`src/rtl/tdm_pkg.sv`:
```
// Shared TDM link definitions: state encoding and default geometry used by both the mux and demux sides.
package tdm_pkg;
    localparam int unsigned TDM_W    = 8;
    localparam int unsigned TDM_N_CH = 4;

    typedef enum logic {HUNT, RUN} tdm_state_t;
endpackage

```
`src/rtl/tdm_slot_counter.sv`:
```
// Modulo-N_CH slot counter with increment, clear and load-to-1 controls; wrap flags the last slot.
module tdm_slot_counter
    import tdm_pkg::*;
#(
    parameter int unsigned N_CH = TDM_N_CH,
    localparam int unsigned CW  = $clog2(N_CH)
) (
    input  logic          clk,
    input  logic          rst,
    input  logic          inc,
    input  logic          clear,
    input  logic          load1,
    output logic [CW-1:0] slot,
    output logic          wrap
);
    // Explicit compare so non-power-of-two frame lengths wrap correctly
    assign wrap = (slot == CW'(N_CH - 1));

    always_ff @(posedge clk) begin
        if (rst || clear) begin
            slot <= '0;
        end else if (load1) begin
            slot <= CW'(1);
        end else if (inc) begin
            slot <= wrap ? '0 : slot + CW'(1);
        end
    end
endmodule

```
`src/rtl/tdm_demux.sv`:
```
// TDM receive demultiplexer: steers slot words into a frame and presents whole frames via valid/ready.
// Optional TDM_DEMUX_ERR_CNT_EN adds a saturating err_cnt port counting sync_err and ovf pulses.
module tdm_demux
    import tdm_pkg::*;
#(
    parameter int unsigned W    = TDM_W,
    parameter int unsigned N_CH = TDM_N_CH
) (
    input  logic            clk,
    input  logic            rst,
    input  logic            in_valid,
    input  logic            in_sof,
    input  logic [W-1:0]    in_data,
    output logic            out_valid,
    input  logic            out_ready,
    output logic [N_CH*W-1:0] out_data,
    output logic            sync_err,
    output logic            ovf
`ifdef TDM_DEMUX_ERR_CNT_EN
    ,
    output logic [15:0]     err_cnt
`endif
);
    localparam int unsigned CW = $clog2(N_CH);

    tdm_state_t          state, state_next;
    logic [CW-1:0]       slot, wr_idx;
    logic                wrap;
    logic                cnt_inc, cnt_clr, cnt_ld1;
    logic                wr, done, sync_err_d, ovf_d, load;
    logic [N_CH*W-1:0]   fill, fill_next;

    tdm_slot_counter #(.N_CH(N_CH)) u_slot (
        .clk   (clk),
        .rst   (rst),
        .inc   (cnt_inc),
        .clear (cnt_clr),
        .load1 (cnt_ld1),
        .slot  (slot),
        .wrap  (wrap)
    );

    always_ff @(posedge clk) begin
        if (rst) state <= HUNT;
        else     state <= state_next;
    end

    always_comb begin
        state_next = state;
        case (state)
            HUNT: if (in_valid && in_sof) state_next = RUN;
            RUN:  if (in_valid && !in_sof && slot == '0) state_next = HUNT;
            default: state_next = HUNT;
        endcase
    end

    always_comb begin
        wr         = 1'b0;
        wr_idx     = '0;
        cnt_inc    = 1'b0;
        cnt_clr    = 1'b0;
        cnt_ld1    = 1'b0;
        sync_err_d = 1'b0;
        done       = 1'b0;
        case (state)
            HUNT: begin
                if (in_valid && in_sof) begin
                    wr      = 1'b1;
                    cnt_ld1 = 1'b1;
                end
            end
            RUN: begin
                if (in_valid) begin
                    if (in_sof) begin
                        // An early sof restarts the frame; stale slots get overwritten
                        wr         = 1'b1;
                        cnt_ld1    = 1'b1;
                        sync_err_d = (slot != '0);
                    end else if (slot == '0) begin
                        sync_err_d = 1'b1;
                        cnt_clr    = 1'b1;
                    end else begin
                        wr      = 1'b1;
                        wr_idx  = slot;
                        cnt_inc = 1'b1;
                        done    = wrap;
                    end
                end
            end
            default: ;
        endcase
    end

    always_comb begin
        fill_next = fill;
        if (wr) fill_next[wr_idx*W +: W] = in_data;
    end

    assign load  = done && (!out_valid || out_ready);
    assign ovf_d = done && out_valid && !out_ready;

    always_ff @(posedge clk) begin
        if (rst) begin
            fill      <= '0;
            out_data  <= '0;
            out_valid <= 1'b0;
            sync_err  <= 1'b0;
            ovf       <= 1'b0;
        end else begin
            fill     <= fill_next;
            sync_err <= sync_err_d;
            ovf      <= ovf_d;
            if (load) begin
                out_data  <= fill_next;
                out_valid <= 1'b1;
            end else if (out_ready) begin
                out_valid <= 1'b0;
            end
        end
    end

`ifdef TDM_DEMUX_ERR_CNT_EN
    logic [16:0] err_sum;
    assign err_sum = {1'b0, err_cnt} + 17'(sync_err_d) + 17'(ovf_d);

    always_ff @(posedge clk) begin
        if (rst) err_cnt <= '0;
        else     err_cnt <= err_sum[16] ? 16'hFFFF : err_sum[15:0];
    end
`endif
endmodule

```
`config.mk`:
```
export PLATFORM = sky130hd
export DESIGN_NAME = tdm_demux
export DESIGN_NICKNAME = d
export VERILOG_FILES = /design/src/rtl/tdm_pkg.sv /design/src/rtl/tdm_slot_counter.sv /design/src/rtl/tdm_demux.sv
export SDC_FILE = /design/constraint.sdc
export NUM_CORES = 1
export LEC_CHECK = 0
export BUFFER_PORTS_ARGS = -buffer_cell sky130_fd_sc_hd__buf_2
export CAP_MARGIN = 20
export CORE_MARGIN = 8
export CORE_UTILIZATION = 50
export DETAILED_ROUTE_END_ITERATION = 8
export GPL_TIMING_DRIVEN = 0
export PLACE_DENSITY_LB_ADDON = 0.1
export SLEW_MARGIN = 5
export SYNTH_ARGS = -nofsm -noshare
export SYNTH_HDL_FRONTEND = slang
export SYNTH_SLANG_ARGS = --single-unit
```
`constraint.sdc`:
```
create_clock -name clk -period 5.65 [get_ports clk]
set_input_delay 0.565 -clock clk [delete_from_list [all_inputs] [get_ports clk]]
set_output_delay 0.565 -clock clk [all_outputs]
set_load 0.01 [all_outputs]
```
# Word-level counts from Yosys, hierarchy flattened
# Index checks and enable logic that the tools add are counted.
# classes
n_addsub,2
eq_ne,1
n_shift,2
mux,33
bitwise_logic,2
n_reduce_logical,17
# ops
operator,n
$neg A5 Y34,1
$shift A8 B34 Y32 const A,1
$shiftx A8 B34 Y32,1
$bwmux W32,1
$mux W32,1
$mux W1,23
$mux W2,5
$logic_and A1 B1 Y1,6
$pmux W1 S2,3
$reduce_bool A2 Y1,3
$logic_not A1 Y1,3
$reduce_or A3 Y1,1
$add A2 B1 Y2 const B,1
$eq A2 B2 Y1 const B,1
$logic_not A2 Y1,1
$logic_or A1 B1 Y1,2
$not A1 Y1,2
$reduce_or A2 Y1,1
# totals
regBits,70
in_bits,13
out_inout_bits,35
word_cells,65

# Logic depth before layout (Yosys ltp)
# Gate-level depths: netlist (run 1).
# depth
word_depth,9
ltp_mapped,12
mapped_depth_nobuf,10

# Modules after synthesis
# A second synthesis (run 1) with hierarchy kept.
# hier_totals
hier_cells,306
hier_area_um2,3061.7
# by_module_without_submodules
module,n_inst,cells_each,area_each_um2,seq_area_each_um2
tdm_demux,1,297,2966.6,1361.3
tdm_slot_counter,1,9,95.1,40.0

# Worst setup path before layout (run 1)
# Ideal clock, no wire load.
# synth_path
path_kind,flip-flop to flip-flop
start,register u_slot.slot[0]
end,register out_data[24]
setup_time_ns,0.086
arrival_time_ns,2.803
t_required_ns,5.564
slack_ns,2.761
path_stages_with_launch,13
n_path_buf,3
synth_period_minus_slack_ns,2.889
cell_sequence,dfxtp_1 > inv_1 > ha_1 > nand4b_1 > nand2b_1 > buf_2 > buf_2 > ha_1 > or3_1 > clkbuf_1 > nor3_1 > mux2i_1 > a211oi_1
# synth_between
elab_chain_cells,9
word_cells_on_any_way,20
cone_classes,add/sub (1); eq/ne (1); shift (2); mux (14); reduce/logical (2)
# synth_rtl
item,line,text
from (decl),tdm_slot_counter.sv:13,"output logic [CW-1:0] slot,"
from (signal assigned),tdm_slot_counter.sv:25,slot <= wrap ? '0 : slot + CW'(1);
$logic_not A2 Y1,tdm_demux.sv:79,end else if (slot == '0) begin
$mux W2,tdm_demux.sv:79,
$mux W2,tdm_demux.sv:74,if (in_sof) begin
$mux W2,tdm_demux.sv:73,if (in_valid) begin
$mux W2,tdm_demux.sv:65,case (state)
$neg A5 Y34,tdm_demux.sv:96,if (wr) fill_next[wr_idx*W +: W] = in_data;
$shiftx A8 B34 Y32 or $shift A8 B34 Y32 (tied branches),tdm_demux.sv:96,
$bwmux W32,tdm_demux.sv:96,
$mux W32,tdm_demux.sv:96,
to (signal assigned),tdm_demux.sv:114,out_data <= fill_next;
to (decl),tdm_demux.sv:16,"output logic [N_CH*W-1:0] out_data,"
# Several ways; a longest one is shown, not always the timed one.
# A chain may end at the register's enable or synchronous reset.

# Worst setup path in the final report (run 1)
# layout_path
start,register u_slot.slot[0]
end,register out_data[26]
# The elaborated chain is that of the path after synthesis.

==> results of run 1 <==
[cell type report]
type	count	area, um^2	share of cell area, %
Inverter	16	60.1	1.79
Tap cell	72	90.1	2.68
Buffer	23	108	3.20
Clock inverter	3	43.8	1.30
Clock buffer	12	155	4.62
Multi-Input combinational cell	191	1270	37.8
Sequential cell	70	1400	41.7
Timing Repair Buffer	46	230	6.86
[registers in the layout, summed over array words and instances, names as in the netlist]
signal       flops
out_valid        1
sync_err         1
u_slot.slot      2
state            1
out_data        32
ovf              1
fill            32
[kinds of logic (layout without fill, tap and decap cells)]
| kind of cell | after synthesis | in the layout | synth area share [%] |
|---|---|---|---|
| AOI/OAI and AO/OA | 61 | 61 | 18.2 |
| buffers and inverters | 39 | 100 | 5.91 |
| and+or+nand+nor | 105 | 105 | 16.9 |
| adders and majority gates | 9 | 9 | 3.97 |
| DFF | 70 | 70 | 49.4 |
| muxes | 16 | 16 | 5.64 |
[layout by cell type, fill, tap and decap left out, types with 2 or more instances in the layout]
master	count
sky130_fd_sc_hd__buf_6	2
sky130_fd_sc_hd__ha_1	9
sky130_fd_sc_hd__nand2_1	7
sky130_fd_sc_hd__nand4b_1	2
sky130_fd_sc_hd__buf_2	51
sky130_fd_sc_hd__a32oi_1	16
sky130_fd_sc_hd__mux2i_1	16
sky130_fd_sc_hd__a21oi_4	2
sky130_fd_sc_hd__a211oi_1	32
sky130_fd_sc_hd__nand2b_1	3
sky130_fd_sc_hd__clkbuf_8	11
sky130_fd_sc_hd__nor3_1	17
sky130_fd_sc_hd__a21o_1	2
sky130_fd_sc_hd__buf_1	5
sky130_fd_sc_hd__inv_1	15
sky130_fd_sc_hd__nor2_1	65
sky130_fd_sc_hd__or3_1	2
sky130_fd_sc_hd__clkbuf_1	12
sky130_fd_sc_hd__dfxtp_1	70
sky130_fd_sc_hd__nand3b_1	2
[routing by layer]
layer  vias to the layer above  track usage, %  wire length, um
met1                      1055            20.6             3200
met2                        58            25.1             2930
met5                         -               0                0
li1                       1169               -                -
met4                         0            7.23               62
met3                         7            5.60              484
[power breakdown]
| part | total (mW) | switching, mW | internal (mW) |
|---|---|---|---|
| Sequential | 0.499 | 0.00202 | 0.497 |
| Clock | 0.404 | 0.178 | 0.226 |
| Combinational | 0.0482 | 0.0323 | 0.0159 |
| Total | 0.952 | 0.213 | 0.739 |
[final timing paths]
path                            slack (ns)  depth (start not counted)      startpoint      endpoint
worst max-delay path                  2.20                         12  u_slot.slot[0]  out_data[26]
worst max register to register        2.20                         12  u_slot.slot[0]  out_data[26]
worst min-delay path                  0.49                          2       out_valid           ovf
worst min register to register        0.49                          2       out_valid           ovf
[synthesized netlist by cell type, drive strengths merged, types with 2 or more instances]
cell type  count
dfxtp         70
or3            2
ha             9
buf           12
nand4b         2
nor2          65
a211oi        32
a32oi         16
nor3          17
nand2          7
nand2b         4
a21oi          4
mux2i         16
clkbuf        11
nand3b         2
a21o           2
inv           16
[per-stage QoR]
stage,cell area [um^2],setup slack (ns),total power [mW],hold WS [ns]
after floorplan,2840,2.76,0.541,0.448
after global placement,3160,2.30,0.558,0.465
after detailed placement,3160,2.27,0.558,0.469
after CTS,3360,2.23,0.962,0.490
after global routing,3360,1.90,0.986,0.505
final,3360,2.20,0.952,0.488
[worst min-delay path: cells and delay by family, from the launching register on]
kind	cells	cell delay, ns
simple gates	2	0.15
flops	1	0.31
==> results.md, run 1 <==
- The total leakage power is ~1.3 nW.
- The worst-case clock buffer depth is 2.
- In this run the worst path has a maximum fanout of 11.
- The insertion delay to the later sink of the worst-skew pair is approximately 0.34 ns.
- Adding up every negative setup slack in the final design gives 0 ns.
- The post-synthesis async set-or-reset flop share is 0%.
- The critical path launch point type is a register.
- The horizontal die dimension is 91.4 um.
- In this run, the number of DRC markers left after iteration 0 of detailed routing was about 120.
- The maximum ir drop on the vdd rail is 0.000154 V.
- The critical path is of the reg2reg type.
- The final weighted congestion in routability-driven placement is roughly 0.84.
- In this run the remaining antenna-violating nets after routing total 0.
- Dividing the synthesized area by the synthesized cell count gives 9.46 um^2.
- The critical path goes through inv_1 -> ha_1 -> nand4b_1 -> nand2b_1 -> buf_2 -> buf_2 -> ha_1 -> or3_1 -> clkbuf_1 -> nor3_1 -> mux2i_1 -> a211oi_1.
- The via count of the first global-routing pass is ~2.3k.
- The biggest cell delay along the critical path is ~0.47 ns.
- Setup repair after global routing left no endpoint under its margin.
- Among all flip-flop cells after synthesis, the most frequent one is sky130_fd_sc_hd__dfxtp_1.
- The final-report max-slew violation count was 0.
- The sum of overflow across all layers after global routing is 0.
- The portion of the clock cycle consumed by the worst path in the final layout is between 60% and 70%.
- The layout overhead on the synthesized area is 18.3%.
- Once layout is complete, the utilization of the core stands at just over 60%.
- The routed length per placed instance is between 15 and 20 um.
- The initial antenna violation count is 0.
- The tree is rooted in a sky130_fd_sc_hd__clkbuf_8.
- Buffers inserted to repair hold after CTS numbered 0.
- The post-synthesis cell type with the largest combined area is sky130_fd_sc_hd__dfxtp_1.
- The total routing resource utilization after global routing is between 10% and 20%.
- The hold violation count in the final report is 0.
- The post-synthesis register bit count is 70.
- Ranked by total cell area, the synthesized netlist is headed by sky130_fd_sc_hd__dfxtp_1, sky130_fd_sc_hd__nor2_1, sky130_fd_sc_hd__a211oi_1.
- Counting tap cells, the placed design contains a total of 418 instances.
- For the pin with the worst max-slew slack, the measured transition is between 0.5 and 0.6 ns.
- The largest clock skew in the final design is 0.0104 ns.
- The synthesized instance count is 300.
- Setup violations remaining at the end of the flow were counted as 0.
- The initial utilization of the core area, before any placement, comes to between 50% and 60%.
- The first global-routing pass estimated 11,100 um of wire.
- The worst pin sits at a relative slew slack of just over 60%.
- When the netlist entered floorplanning its net count stood at approximately 320.
- Max-cap violations in this run came to 0.
- The number of clock buffers added by TritonCTS is 9.
- At the worst endpoint, the required time is 5.90 ns.
- The number of cells upsized or downsized after cts is 0.
- Data on the critical path arrives at its endpoint at approximately 3.7 ns.
- The via density per instance is 5.29.
- The number of rows created at floorplan is 27.
- After clock tree synthesis, the clock-pin slew on the worst setup and hold paths is 0.07 ns.
- The class of the tightest hold or removal check is reg2reg.
- The TritonCTS clock tree is built.
- The count of inserted antenna diode cells is 0.
- The proportion of netlist area held by the largest area contributor is 49.4%.
- The power density over cell area is about 280 mW/mm^2.
- The count of buffering cells on the critical path with inverters included is 4.
- The clock sink count is 70.
- The time the final worst path needs with I/O delays and setup is roughly 3.5 ns.
- The register area share after synthesis is 49.4%.
- The finished layout holds between 400 and 500 standard cells, fillers aside.
- At the end of the flow, the number of nets in the layout was 379.
- The area of the core region is around 0.0055 mm^2.
- The first TritonRoute pass finished after 4 iterations.
- In this run, synthesis inferred 0 flip-flops with an integrated enable.
- Derived from the worst setup path, the maximum achievable clock frequency is ~290 MHz.
- The detailed-route via count is about 2.3k.
- The cell area after synthesis is 0.00284 mm^2.
- The final routed DRC violation total is 0.
- The sort of element at the end of the critical path is a register.
- The count of buffers added on input and output ports is 46.
- The I/O pin count is 48.
- After synthesis, the netlist uses 36 different library cells.
- The floorplan step defined a die boundary enclosing between 0.008 and 0.009 mm^2.
- Yosys printed 0 warnings.
- Measured along the y axis, the die boundary spans 91.4 um.
- The run finished with clean final reports.
- The category of cells accounting for the largest share of critical-path delay is simple AND/OR/NAND/NOR gates.
- CTS built an H-tree with a depth of 3.
- The slowest stage of the critical path belongs to the cell sky130_fd_sc_hd__dfxtp_1.
- The post-CTS setup-driven buffer insertion count is 0.
- The wire-length estimate of the detail-placed layout is 4880 um.
- Fill cells in the final layout number 509.
- Entering global routing, the biggest net connects 12 pins.
- The fraction of layout cells with a size suffix above 1 is about 20%.
- The final wirelength is between 6000 and 7000 um.
Power figures use the tool's default switching activity.
==> run 2: changes to the inputs <==
--- a/config.mk
+++ b/config.mk
@@ -5,6 +5,7 @@
 export SDC_FILE = /design/constraint.sdc
 export NUM_CORES = 1
 export LEC_CHECK = 0
+export ABC_AREA = 1
 export BUFFER_PORTS_ARGS = -buffer_cell sky130_fd_sc_hd__buf_2
 export CAP_MARGIN = 20
 export CORE_MARGIN = 8
==> constraint.sdc (replaced) <==
create_clock -name clk -period 3.3 [get_ports clk]
set_input_delay 0.33 -clock clk [delete_from_list [all_inputs] [get_ports clk]]
set_output_delay 0.33 -clock clk [all_outputs]
set_load 0.01 [all_outputs]
==> run 2 against run 1 <==
  * Worst hold slack worse by 0.16 ns
  * Sequential share of layout area down 2.8 points
  * Clock power up 40%
  * Flip-flop and latch count did not move
  * Die area up 8.2%
  * Maximum frequency grew 28%
  * Worst setup slack got worse by 1.6 ns
  * Clock skew fell by 0.0050 ns
  * Synthesized cell count grew 53%
  * Register-to-register slack got worse by 1.6 ns
  * Count of clock-buffer cells in the layout fell by 2
  * Critical endpoint is now out_data[11]
==> results.md, run 2 <==
- Status: complete, no violations (unchanged).
- The first-pass GRT wire length came to 11,800 um (was 11,100 um).
- The mean post-synth cell area is 6.81 um^2 (was 9.46 um^2).
- The final wirelength is 6940 um (was 6680 um).
- The internal power summed over all cells came to 1.14 mW (was 0.739 mW).
- The highest attainable clock frequency is 371 MHz (was 290 MHz).
- The final instance area is 0.00360 mm^2 (was 0.00336 mm^2).
- The main combinational cell family by area after synthesis is simple AND/OR/NAND/NOR gates (was compound AO/OA/AOI/OAI gates).
- The class of the tightest hold or removal check was in2reg (was reg2reg).
- The biggest cell delay along the critical path is 0.43 ns (was 0.47 ns).
- The sequential power share came to 57.3% (was 52.5%).
- The non-filler instance count after layout is 594 (was 433).
- The number of placed instances with taps included is 579 (was 418).
- The count of buffering cells on the critical path with inverters included is 6 (was 4).
- The share of synthesized area spent on multiplexers came to 0% (was 5.64%).
- The number of cells upsized or downsized after cts is 0 (unchanged).
- The number of different library cells in the post-synthesis netlist came to 18 (was 36).
- The horizontal die dimension is 95 um (was 91.4 um).
- Main area contributors after synthesis: sky130_fd_sc_hd__dfxtp_1, sky130_fd_sc_hd__nand2_1, sky130_fd_sc_hd__nor2_1 (was sky130_fd_sc_hd__dfxtp_1, sky130_fd_sc_hd__nor2_1, sky130_fd_sc_hd__a211oi_1).
- The register area share after synthesis is 44.9% (was 49.4%).
- The fraction of the mapped netlist area in compound gates is 7.22% (was 18.2%).
- The TritonCTS clock tree is built (unchanged).
- The post-synthesis register bit count came to 70 (unchanged).
- The number of clock buffers inserted by TritonCTS was 9 (unchanged).
- RSZ-0062 raised after global routing: false (unchanged).
- The number of synthesis warnings is 0 (unchanged).
- The simple-gate share of the synthesized area is 34.3% (was 16.9%).
- The most common cell after layout, fill and taps aside is sky130_fd_sc_hd__nand2_1 (was sky130_fd_sc_hd__dfxtp_1).
- The count of inserted antenna diode cells is 0 (unchanged).
- The initial antenna violation count is 0 (unchanged).
- The total power is 1.50 mW (was 0.952 mW).
- The library cell with the highest instance count after synthesis was sky130_fd_sc_hd__nand2_1 (was sky130_fd_sc_hd__dfxtp_1).
- The via count of the first global-routing pass is 2,592 (was 2,285).
- The worst-case clock buffer depth is 2 (unchanged).
- The most used flip-flop cell after synthesis is sky130_fd_sc_hd__dfxtp_1 (unchanged).
- The portion of the clock cycle consumed by the worst path in the final layout is 81.6% (was 61.1%).
- The I/O pin count is 48 (unchanged).
- The total routing resource utilization after global routing is 16.4% (was 16.5%).
- Registers with the most flip-flops: fill (32), out_data (32), u_slot.slot (2) (unchanged).
- The final weighted congestion in routability-driven placement is 0.920 (was 0.837).
- The setup violation total in the final timing report is 0 (unchanged).
- The net total in the final layout is 537 (was 379).
- The number of hold-repair buffers added at the cts stage is 0 (unchanged).
- The total negative slack is 0 ns (unchanged).
- The largest clock skew in the final design was 0.00549 ns (was 0.0104 ns).
- The synthesized instance count is 458 (was 300).
- The total nets after synthesis came to 480 (was 322).
- The clock sink count is 70 (unchanged).
- The clock transition at the register clock pins on the worst setup and hold paths after CTS is 0.07 ns (about the same).
- The total die area was 0.00903 mm^2 (was 0.00834 mm^2).
- The detailed-routing iteration count for the pre-antenna-repair pass is 5 (was 4).
- The post-synthesis async set-or-reset flop share is 0% (unchanged).
- The required time at the worst-slack endpoint was 3.59 ns (was 5.90 ns).
- The relative slew slack is 64.8% (was 61.4%).
- The slew of the pin with the lowest slew margin is 0.528 ns (was 0.580 ns).
- The xor and xnor fraction of the mapped netlist area is 0% (unchanged).
- The post-CTS setup-driven buffer insertion count is 0 (unchanged).
- The cell area after synthesis is 0.00312 mm^2 (was 0.00284 mm^2).
- The proportion of power drawn by combinational gates is 4.8% (was 5.1%).
- The fraction of layout cells with a size suffix above 1 was 14.8% (was 20.2%).
- The power density over cell area is 416 mW/mm^2 (was 283 mW/mm^2).
- The largest net degree at the start of global routing was 12 (unchanged).
- The time the final worst path needs with I/O delays and setup was 2.69 ns (was 3.45 ns).
- The total leakage power was 1.78 nW (was 1.30 nW).
- The final-report max-slew violation count is 0 (unchanged).
- The switching power was 0.360 mW (was 0.213 mW).
- The critical path launch point type is a register (unchanged).
- The portion of total power attributed to the clock network was 37.9% (was 42.5%).
- Most used cells in the layout excluding fill and tap cells: sky130_fd_sc_hd__nand2_1, sky130_fd_sc_hd__nor2_1, sky130_fd_sc_hd__dfxtp_1 (was sky130_fd_sc_hd__dfxtp_1, sky130_fd_sc_hd__nor2_1, sky130_fd_sc_hd__buf_2).
- The post-DP HPWL is 5270 um (was 4880 um).
- The type of the setup path with the least slack is reg2reg (unchanged).
- The post-synthesis cell type with the largest combined area is sky130_fd_sc_hd__dfxtp_1 (unchanged).
- The routed length per placed instance came to 11.7 um (was 15.4 um).
- The proportion of netlist area held by the largest area contributor is 44.9% (was 49.4%).
- The sum of overflow across all layers after global routing is 0 (unchanged).
- The fraction of the mapped netlist area in adder cells came to 3.61% (was 3.97%).
- The most numerous cell type found on the critical path is sky130_fd_sc_hd__nand2_1.
- The area of the core region came to 0.00599 mm^2 (was 0.00551 mm^2).
- The number of DRC violations after detailed-routing iteration 0 was 133 (was 118).
- The maximum fanout count along the critical path came to 11 (unchanged).
- The maximum ir drop on the vdd rail came to 0.000259 V (was 0.000154 V).
- The number of rows created at floorplan is 28 (was 27).
- Top cells by count, synth: sky130_fd_sc_hd__nand2_1, sky130_fd_sc_hd__nor2_1, sky130_fd_sc_hd__dfxtp_1, sky130_fd_sc_hd__inv_1, sky130_fd_sc_hd__a21oi_1 (was sky130_fd_sc_hd__dfxtp_1, sky130_fd_sc_hd__nor2_1, sky130_fd_sc_hd__a211oi_1, sky130_fd_sc_hd__nor3_1).
- The total placed instance area is 0.00344 mm^2 (was 0.00316 mm^2).
- The clock root buffer is sky130_fd_sc_hd__clkbuf_8 (unchanged).
- The hold violation count in the final report is 0 (unchanged).
- Cell breakdown of the critical path: inv_1 -> ha_1 -> inv_1 -> nand2_1 -> inv_1 -> nand2_1 -> buf_2 -> ha_1 -> clkbuf_1 -> nor2_1 -> nand2_1 -> nor2_1 -> nand2_1 -> nand3_1 -> nand2_1 -> inv_1 (was inv_1 -> ha_1 -> nand4b_1 -> nand2b_1 -> buf_2 -> buf_2 -> ha_1 -> or3_1 -> clkbuf_1 -> nor3_1 -> mux2i_1 -> a211oi_1).
- The sort of element at the end of the critical path is a register (unchanged).
- The detailed-route via count came to 2,836 (was 2,289).
- The chip height was 95 um (was 91.4 um).
- The number of antenna-violating nets in the routed design was 0 (unchanged).
- The final routed DRC violation total is 0 (unchanged).
- The category of cells accounting for the largest share of critical-path delay is simple AND/OR/NAND/NOR gates (unchanged).
- The layout overhead on the synthesized area came to 15.4% (was 18.3%).
- The number of enable flip-flop cells after synthesis is 0 (unchanged).
- The slowest cell on the critical path was sky130_fd_sc_hd__dfxtp_1 (unchanged).
- The via density per instance is 4.77 (was 5.29).
- The number of levels in the clock H-tree came to 3 (unchanged).
- The initial core utilization is 52.1% (was 51.6%).
- The count of input and output buffers is 46 (unchanged).
- The switching portion of total power is 24.0% (was 22.4%).
- The data arrival time of the critical path is 2.98 ns (was 3.70 ns).
- The insertion delay to the later sink of the worst-skew pair came to 0.34 ns (about the same).
- The count of maximum capacitance violations is 0 (unchanged).
==> run 2: cell count changes in the layout (fill, tap and decap cells not counted), sizes merged, moves of 16 or more <==
cell,delta
nand2,+119
inv,+40
nand3,+34
a211oi,-32
a21oi,+31
nor2,+31
a32oi,-16
mux2i,-16
==> run 2: final timing paths <==
path / start / end / slack (ns) / cells past startpoint
min reg2reg: fill[19] / fill[19] / 0.47 / 2
min: in_valid / state / 0.32 / 4
max reg2reg: u_slot.slot[0] / out_data[11] / 0.61 / 16
max: u_slot.slot[0] / out_data[11] / 0.61 / 16
==> run 2: cells by family after synthesis <==
kind of cell / Yosys count
simple gates: 261
buf+inv: 73
fa+ha+maj: 9
compound gates: 45
flops: 70
==> run 2: power groups by stage <==
stage	registers (mW)	logic, mW	clock network, mW
after floorplan	0.876	0.0469	0
after global placement	0.876	0.0704	0
after detailed placement	0.877	0.0712	0
after global routing	0.857	0.0815	0.617
after CTS	0.857	0.0717	0.586
final	0.857	0.0723	0.567
==> run 2: metal layers <==
metal	track usage, %	vias up	share of wire (%)
li1	-	1521	-
met1	21.4	1250	50
met2	25.1	52	43
met3	4.37	13	5.5
met4	6.63	0	1.8
met5	0	-	0
==> run 2: through the flow <==
stage / hold slack (ns) / util (%) / setup WS [ns]
global route: 0.346 / 60.1 / 0.195
CTS: 0.308 / 60.1 / 0.619
floorplan: 0.453 / - / 1.06
global placement: 0.460 / 57.5 / 0.689
finish: 0.324 / 60.1 / 0.608
detailed placement: 0.464 / 57.5 / 0.633
==> run 2: cell type report <==
| cell class | instances | area, um^2 |
|---|---|---|
| clock buffer | 10 | 128 |
| multi-input combinational | 315 | 1410 |
| buffer | 17 | 101 |
| tap | 75 | 93.8 |
| clock inverter | 5 | 27.5 |
| inverter | 56 | 210 |
| sequential | 70 | 1400 |
| fill | 621 | 2390 |
| timing repair buffer | 46 | 230 |
==> run 2: worst reg2reg max path, stage by stage, from the launching register on <==
cell and delay, ns:
sky130_fd_sc_hd__dfxtp_1 0.43, sky130_fd_sc_hd__inv_1 0.07, sky130_fd_sc_hd__ha_1 0.25, sky130_fd_sc_hd__inv_1 0.09
sky130_fd_sc_hd__nand2_1 0.07, sky130_fd_sc_hd__inv_1 0.06, sky130_fd_sc_hd__nand2_1 0.11, sky130_fd_sc_hd__buf_2 0.22
sky130_fd_sc_hd__ha_1 0.20, sky130_fd_sc_hd__clkbuf_1 0.18, sky130_fd_sc_hd__nor2_1 0.40, sky130_fd_sc_hd__nand2_1 0.17
sky130_fd_sc_hd__nor2_1 0.14, sky130_fd_sc_hd__nand2_1 0.08, sky130_fd_sc_hd__nand3_1 0.10, sky130_fd_sc_hd__nand2_1 0.05
sky130_fd_sc_hd__inv_1 0.04
